## src/rtl/apb_master_bridge.sv

```systemverilog
// APB3 requester: accepts one command at a time on a valid/ready interface,
// runs it as a SETUP + ACCESS transfer, and reports completion on a
// one-cycle response strobe (read data, slave error, timeout).
module apb_master_bridge #(
    parameter int ADDR_W  = 32,
    parameter int DATA_W  = 32,
    parameter int TIMEOUT = 16
) (
    input  logic              Pclk,
    input  logic              Prst,
    input  logic              cmd_valid,
    output logic              cmd_ready,
    input  logic              cmd_write,
    input  logic [ADDR_W-1:0] cmd_addr,
    input  logic [DATA_W-1:0] cmd_wdata,
    output logic              rsp_valid,
    output logic [DATA_W-1:0] rsp_rdata,
    output logic              rsp_err,
    output logic              rsp_timeout,
    output logic              busy,
    output logic [ADDR_W-1:0] Paddr,
    output logic              Pselx,
    output logic              Penable,
    output logic              Pwrite,
    output logic [DATA_W-1:0] Pwdata,
    input  logic              Pready,
    input  logic              Pslverr,
    input  logic [DATA_W-1:0] Prdata
);

    typedef enum logic [1:0] {
        S_IDLE   = 2'd0,
        S_SETUP  = 2'd1,
        S_ACCESS = 2'd2
    } state_t;

    // Wait counter only needs to reach TIMEOUT; keep at least one bit so a
    // disabled timeout still elaborates cleanly.
    localparam int CNT_W = (TIMEOUT < 1) ? 1 : $clog2(TIMEOUT + 1);
    localparam logic [CNT_W-1:0] TO_LAST = CNT_W'((TIMEOUT > 0) ? (TIMEOUT - 1) : 0);

    // Saturating increment so a long stall never wraps the wait counter.
    function automatic logic [CNT_W-1:0] sat_inc(input logic [CNT_W-1:0] v);
        return (v == {CNT_W{1'b1}}) ? v : v + 1'b1;
    endfunction

    state_t              state_q, state_d;
    logic [CNT_W-1:0]    wait_q, wait_d;
    logic [ADDR_W-1:0]   paddr_q, paddr_d;
    logic                psel_q, psel_d;
    logic                pen_q, pen_d;
    logic                pwrite_q, pwrite_d;
    logic [DATA_W-1:0]   pwdata_q, pwdata_d;
    logic                rsp_valid_q, rsp_valid_d;
    logic [DATA_W-1:0]   rsp_rdata_q, rsp_rdata_d;
    logic                rsp_err_q, rsp_err_d;
    logic                rsp_to_q, rsp_to_d;
    logic                timeout_hit;

    // The edge on which the counter would reach TIMEOUT with the slave still
    // stalling; a ready slave on that same edge completes normally instead.
    assign timeout_hit = (TIMEOUT != 0) && !Pready && (wait_q == TO_LAST);

    // State register: reset drops back to IDLE immediately, losing any transfer.
    always_ff @(posedge Pclk or negedge Prst) begin
        if (!Prst) begin
            state_q <= S_IDLE;
        end else begin
            state_q <= state_d;
        end
    end

    // Next-state: SETUP always lasts one cycle; ACCESS ends on ready or timeout.
    always_comb begin
        state_d = state_q;
        case (state_q)
            S_IDLE:   if (cmd_valid) state_d = S_SETUP;
            S_SETUP:  state_d = S_ACCESS;
            S_ACCESS: if (Pready || timeout_hit) state_d = S_IDLE;
            default:  state_d = S_IDLE;
        endcase
    end

    // Output next-state: APB signals hold unless the FSM changes phase, and
    // response fields default to zero so they only live for one cycle.
    always_comb begin
        wait_d      = wait_q;
        paddr_d     = paddr_q;
        psel_d      = psel_q;
        pen_d       = pen_q;
        pwrite_d    = pwrite_q;
        pwdata_d    = pwdata_q;
        rsp_valid_d = 1'b0;
        rsp_rdata_d = '0;
        rsp_err_d   = 1'b0;
        rsp_to_d    = 1'b0;
        case (state_q)
            S_IDLE: begin
                if (cmd_valid) begin
                    paddr_d  = cmd_addr;
                    pwrite_d = cmd_write;
                    pwdata_d = cmd_write ? cmd_wdata : '0;
                    psel_d   = 1'b1;
                    pen_d    = 1'b0;
                    wait_d   = '0;
                end
            end
            S_SETUP: begin
                pen_d = 1'b1;
            end
            S_ACCESS: begin
                if (Pready) begin
                    psel_d      = 1'b0;
                    pen_d       = 1'b0;
                    rsp_valid_d = 1'b1;
                    rsp_err_d   = Pslverr;
                    rsp_rdata_d = pwrite_q ? '0 : Prdata;
                end else if (timeout_hit) begin
                    psel_d      = 1'b0;
                    pen_d       = 1'b0;
                    rsp_valid_d = 1'b1;
                    rsp_err_d   = 1'b1;
                    rsp_to_d    = 1'b1;
                end else begin
                    wait_d = sat_inc(wait_q);
                end
            end
            default: begin
                psel_d = 1'b0;
                pen_d  = 1'b0;
            end
        endcase
    end

    // Registered APB and response outputs, all cleared asynchronously by reset.
    always_ff @(posedge Pclk or negedge Prst) begin
        if (!Prst) begin
            wait_q      <= '0;
            paddr_q     <= '0;
            psel_q      <= 1'b0;
            pen_q       <= 1'b0;
            pwrite_q    <= 1'b0;
            pwdata_q    <= '0;
            rsp_valid_q <= 1'b0;
            rsp_rdata_q <= '0;
            rsp_err_q   <= 1'b0;
            rsp_to_q    <= 1'b0;
        end else begin
            wait_q      <= wait_d;
            paddr_q     <= paddr_d;
            psel_q      <= psel_d;
            pen_q       <= pen_d;
            pwrite_q    <= pwrite_d;
            pwdata_q    <= pwdata_d;
            rsp_valid_q <= rsp_valid_d;
            rsp_rdata_q <= rsp_rdata_d;
            rsp_err_q   <= rsp_err_d;
            rsp_to_q    <= rsp_to_d;
        end
    end

    assign cmd_ready   = (state_q == S_IDLE);
    assign busy        = (state_q != S_IDLE);
    assign Paddr       = paddr_q;
    assign Pselx       = psel_q;
    assign Penable     = pen_q;
    assign Pwrite      = pwrite_q;
    assign Pwdata      = pwdata_q;
    assign rsp_valid   = rsp_valid_q;
    assign rsp_rdata   = rsp_rdata_q;
    assign rsp_err     = rsp_err_q;
    assign rsp_timeout = rsp_to_q;

endmodule

```

## config.mk

```make
export PLATFORM = sky130hd
export DESIGN_NAME = apb_master_bridge
export DESIGN_NICKNAME = d
export VERILOG_FILES = /design/src/rtl/apb_master_bridge.sv
export SDC_FILE = /design/constraint.sdc
export NUM_CORES = 1
export LEC_CHECK = 0
export CAP_MARGIN = 20
export CORE_MARGIN = 2
export CORE_UTILIZATION = 41
export CTS_BUF_LIST = sky130_fd_sc_hd__clkbuf_16
export DETAILED_ROUTE_END_ITERATION = 12
export MAX_ROUTING_LAYER = met4
export PLACE_DENSITY = 0.81
export SLEW_MARGIN = 20
export SYNTH_ARGS = -nofsm -noshare
export SYNTH_HDL_FRONTEND = slang
export SYNTH_SLANG_ARGS = --single-unit
```

## constraint.sdc

```tcl
create_clock -name Pclk -period 2.52 [get_ports Pclk]
set_input_delay 0.63 -clock Pclk [delete_from_list [all_inputs] [get_ports Pclk]]
set_output_delay 0.63 -clock Pclk [all_outputs]
set_load 0.05 [all_outputs]
```

==> metrics.md <==
| Metric | Value |
|---|---|
| Post-Synth Simple-Gate Area | 13.67% |
| # H-tree levels | 3 |
| Adder-Cell Fraction of Synth Area | 0.8857% |
| Post-Synthesis Net Count | 437 |
| Fillers | 782 |
| Largest net degree at the start of global routing | 59 |
| Num CTS Buffers | 9 |
| Post-CTS Setup Inserts | 0 |
| Sink Count | 108 |
| Die Height | 105.7 um |
| 1st-iter DRT viols | 116 |
| Most frequent cells after synthesis | dfrtp_1 (108), nand2_1 (67), mux2_4 (33) |
| CP Capture Type | flip-flop |
| Status | finished clean |
| Largest family of logic cells by synthesized area | simple AND/OR/NAND/NOR gates |
| Compound-Gate Fraction of Synth Area | 5.167% |
| Routed len/inst | 14.55 um |
| CP Data Required Time | 2740 ps |
| Synth Flop Type | dfrtp_1 |
| Number of global-route vias before repair | 3,186 |
| Period minus WS final | 2305 ps |
| Setup violators final | 0 |
| Max-slew violation count | 0 |
| RSZ-0062 raised after global routing | false |
| Overall routing resource usage | 18.49% |
| Post-CTS Resized | 0 |
| Core area | 10,180 sq um |
| Global route total overflow | 0 |
| XOR/XNOR Fraction of Synth Area | 0% |
| Synth top area share | 63.77% |
| Post-synth ARST share | 100.0% |
| Yosys reg bits | 108 |
| Startpoint types | flip-flop |
| Pre-antenna DRT Iters | 4 |
| First-pass GRT wire length | 15,840 um |
| FF-to-FF Start | wait_q[0] |
| CTS clk-pin slew, worst paths | 60 ps |
| Max transition margin | 63.79% |
| Total number of vias | 3,087 |
| Num rows | 37 |
| Drt drc | 0 |
| Syn Area/Cell | 12.76 sq um |
| WP data arrival | 2520 ps |
| CTS tree | built |
| Post-synthesis cell count | 332 |
| Post-synthesis sequential area ratio | 63.77% |
| CP Class | reg -> reg |
| Setup Total Neg Slack | 0 ps |
| Number of max-cap violations | 0 |
| Area delta synth->final | 58.67% |
| Synthesized cell area | 4238 sq um |
| Post-synth EDFFs | 0 |
| Most frequent cell after synthesis | dfrtp_1 |
| Dominant cells by area after synthesis | dfrtp_1 (64%), mux2_4 (12%), nand2_1 (5.9%), and2_1 (4.7%), o21ai_0 (3.8%) |
| DIE WIDTH | 105.7 um |
| Multiplexer area fraction after synthesis | 12.67% |
| Max frequency | 0.4338 GHz |
| Design Power | 0.008663 W |
| Port buffer count | 205 |
| RD Place Congestion | 0.7795 |
| Final Hold Fails | 0 |
| Tcrit/Tclk final | 91.47% |
| Io pins | 206 |
| Least-Margin Pin Slew | 541.5 ps |
| Clk_lat worst skew | 330 ps |
| Layout Nets | 641 |
| Post-DP HPWL | 7244 um |
| # diodes | 0 |
| Post-synth cell types | 28 |
| Max VDD drop | 555.9 uV |
| Initial antenna violation count | 0 |
| Area of the die | 11,170 sq um |
| Initial core utilization | 41.61% |
| Layout cells sized above 1 | 11.28% |
| Cell taking the most area after synthesis | dfrtp_1 |
| Worst Skew | 3.181 ps |
| Hold crit path type | in -> async |
| CTS Hold Bufs | 0 |
| Leak | 3.049 nW |
| Routed Antenna Nets | 0 |
| Post-Route WL | 9851 um |
| Critical Path Source | wait_q[0] |
| CP Max Fanout | 4 |
| Clock tree buffer depth | 2 |
| Detail-routed via count per cell | 4.560 |
| CTS Root Cell | clkbuf_16 |
| YS warnings | 0 |
| Pwr dens | 1288 nW/um^2 |
[routing by layer]
layer	up-vias	wire (um)	global-route usage, %
met4	0	163	6.955
met1	1464	4167	22.49
met3	13	644	4.267
met2	124	4877	30.18
li1	1486	-	-
met5	-	0	-
[final timing paths]
kind	slack, ps	to	cells past startpoint
max in group asynchronous	1670	Pwdata[7]	2
worst min-delay path	190	rsp_rdata[12]	1
worst max-delay path	210	wait_q[4]	6
worst max register to register	210	wait_q[4]	6
min in group Pclk	480	Pwdata[2]	2
worst min register to register	480	Pwdata[2]	2
[state kept, by name, indices dropped and copies added (netlist names)]
register     flops
rsp_rdata       32
rsp_timeout      1
Penable          1
Pwrite           1
state_q          1
Paddr           32
rsp_err          1
rsp_valid        1
Pselx            1
Pwdata          32
wait_q           5
[cells by family (layout without fill, tap and decap cells)]
logic type | Yosys count | count (layout)
flip-flops | 108 | 108
multiplexers | 37 | 37
buffers and inverters | 27 | 236
AND/OR/NAND/NOR | 118 | 118
adder cells (fa/ha/maj) | 3 | 3
AO/OA/AOI/OAI | 39 | 39
[stage by stage]
| step | std cells | hold slack [ps] | worst slack [ps] | instance area, sq um | utilization, % |
|---|---|---|---|---|---|
| global route | 677 | 197.7 | 155.8 | 6724 | 66.02 |
| CTS | 677 | 186.1 | 212.2 | 6724 | 66.02 |
| detailed placement | 661 | 469.6 | 106.1 | 6416 | 63.00 |
| floorplan | 332 | 334.4 | 250.9 | 4240 | - |
| global placement | 661 | 461.2 | 152.5 | 6416 | 63.00 |
| finish | 677 | 186.3 | 215.0 | 6724 | 66.02 |
[power by group]
part	total [W]	leakage [nW]	switching [W]	internal (W)
Clock	0.00143	0.149	0.000574	0.000857
Combinational	0.00459	1.51	0.00286	0.00173
Sequential	0.00264	1.39	0.000332	0.00231
[layout make-up]
| type | instances | area, sq um | area share (%) |
|---|---|---|---|
| tap | 136 | 170.2 | 2.531 |
| timing repair buffer | 213 | 2135 | 31.75 |
| sequential | 108 | 2703 | 40.19 |
| multi-input combinational | 197 | 1383 | 20.56 |
| clock inverter | 7 | 82.58 | 1.228 |
| clock buffer | 9 | 225.2 | 3.349 |
| inverter | 7 | 26.28 | 0.3908 |
[placed cells by master (no fill, tap or decap), drive strengths merged, types with 2 or more instances in the layout]
| master | count |
|---|---|
| a21oi | 2 |
| and2 | 32 |
| buf | 9 |
| bufinv | 2 |
| clkbuf | 9 |
| clkdlybuf4s50 | 204 |
| clkinv | 3 |
| dfrtp | 108 |
| ha | 3 |
| inv | 8 |
| mux2 | 34 |
| mux2i | 3 |
| nand2 | 67 |
| nand2b | 5 |
| nor2 | 5 |
| nor3b | 3 |
| o21ai | 32 |
| o22ai | 2 |
[critical path, stage by stage (launching register included)]
cell and delay [ps]:
dfrtp_1 410, ha_1 230, and3_1 220, ha_1 230, or4b_4 530, a21oi_4 220, mux2_2 350
Power figures use the tool's default switching activity.
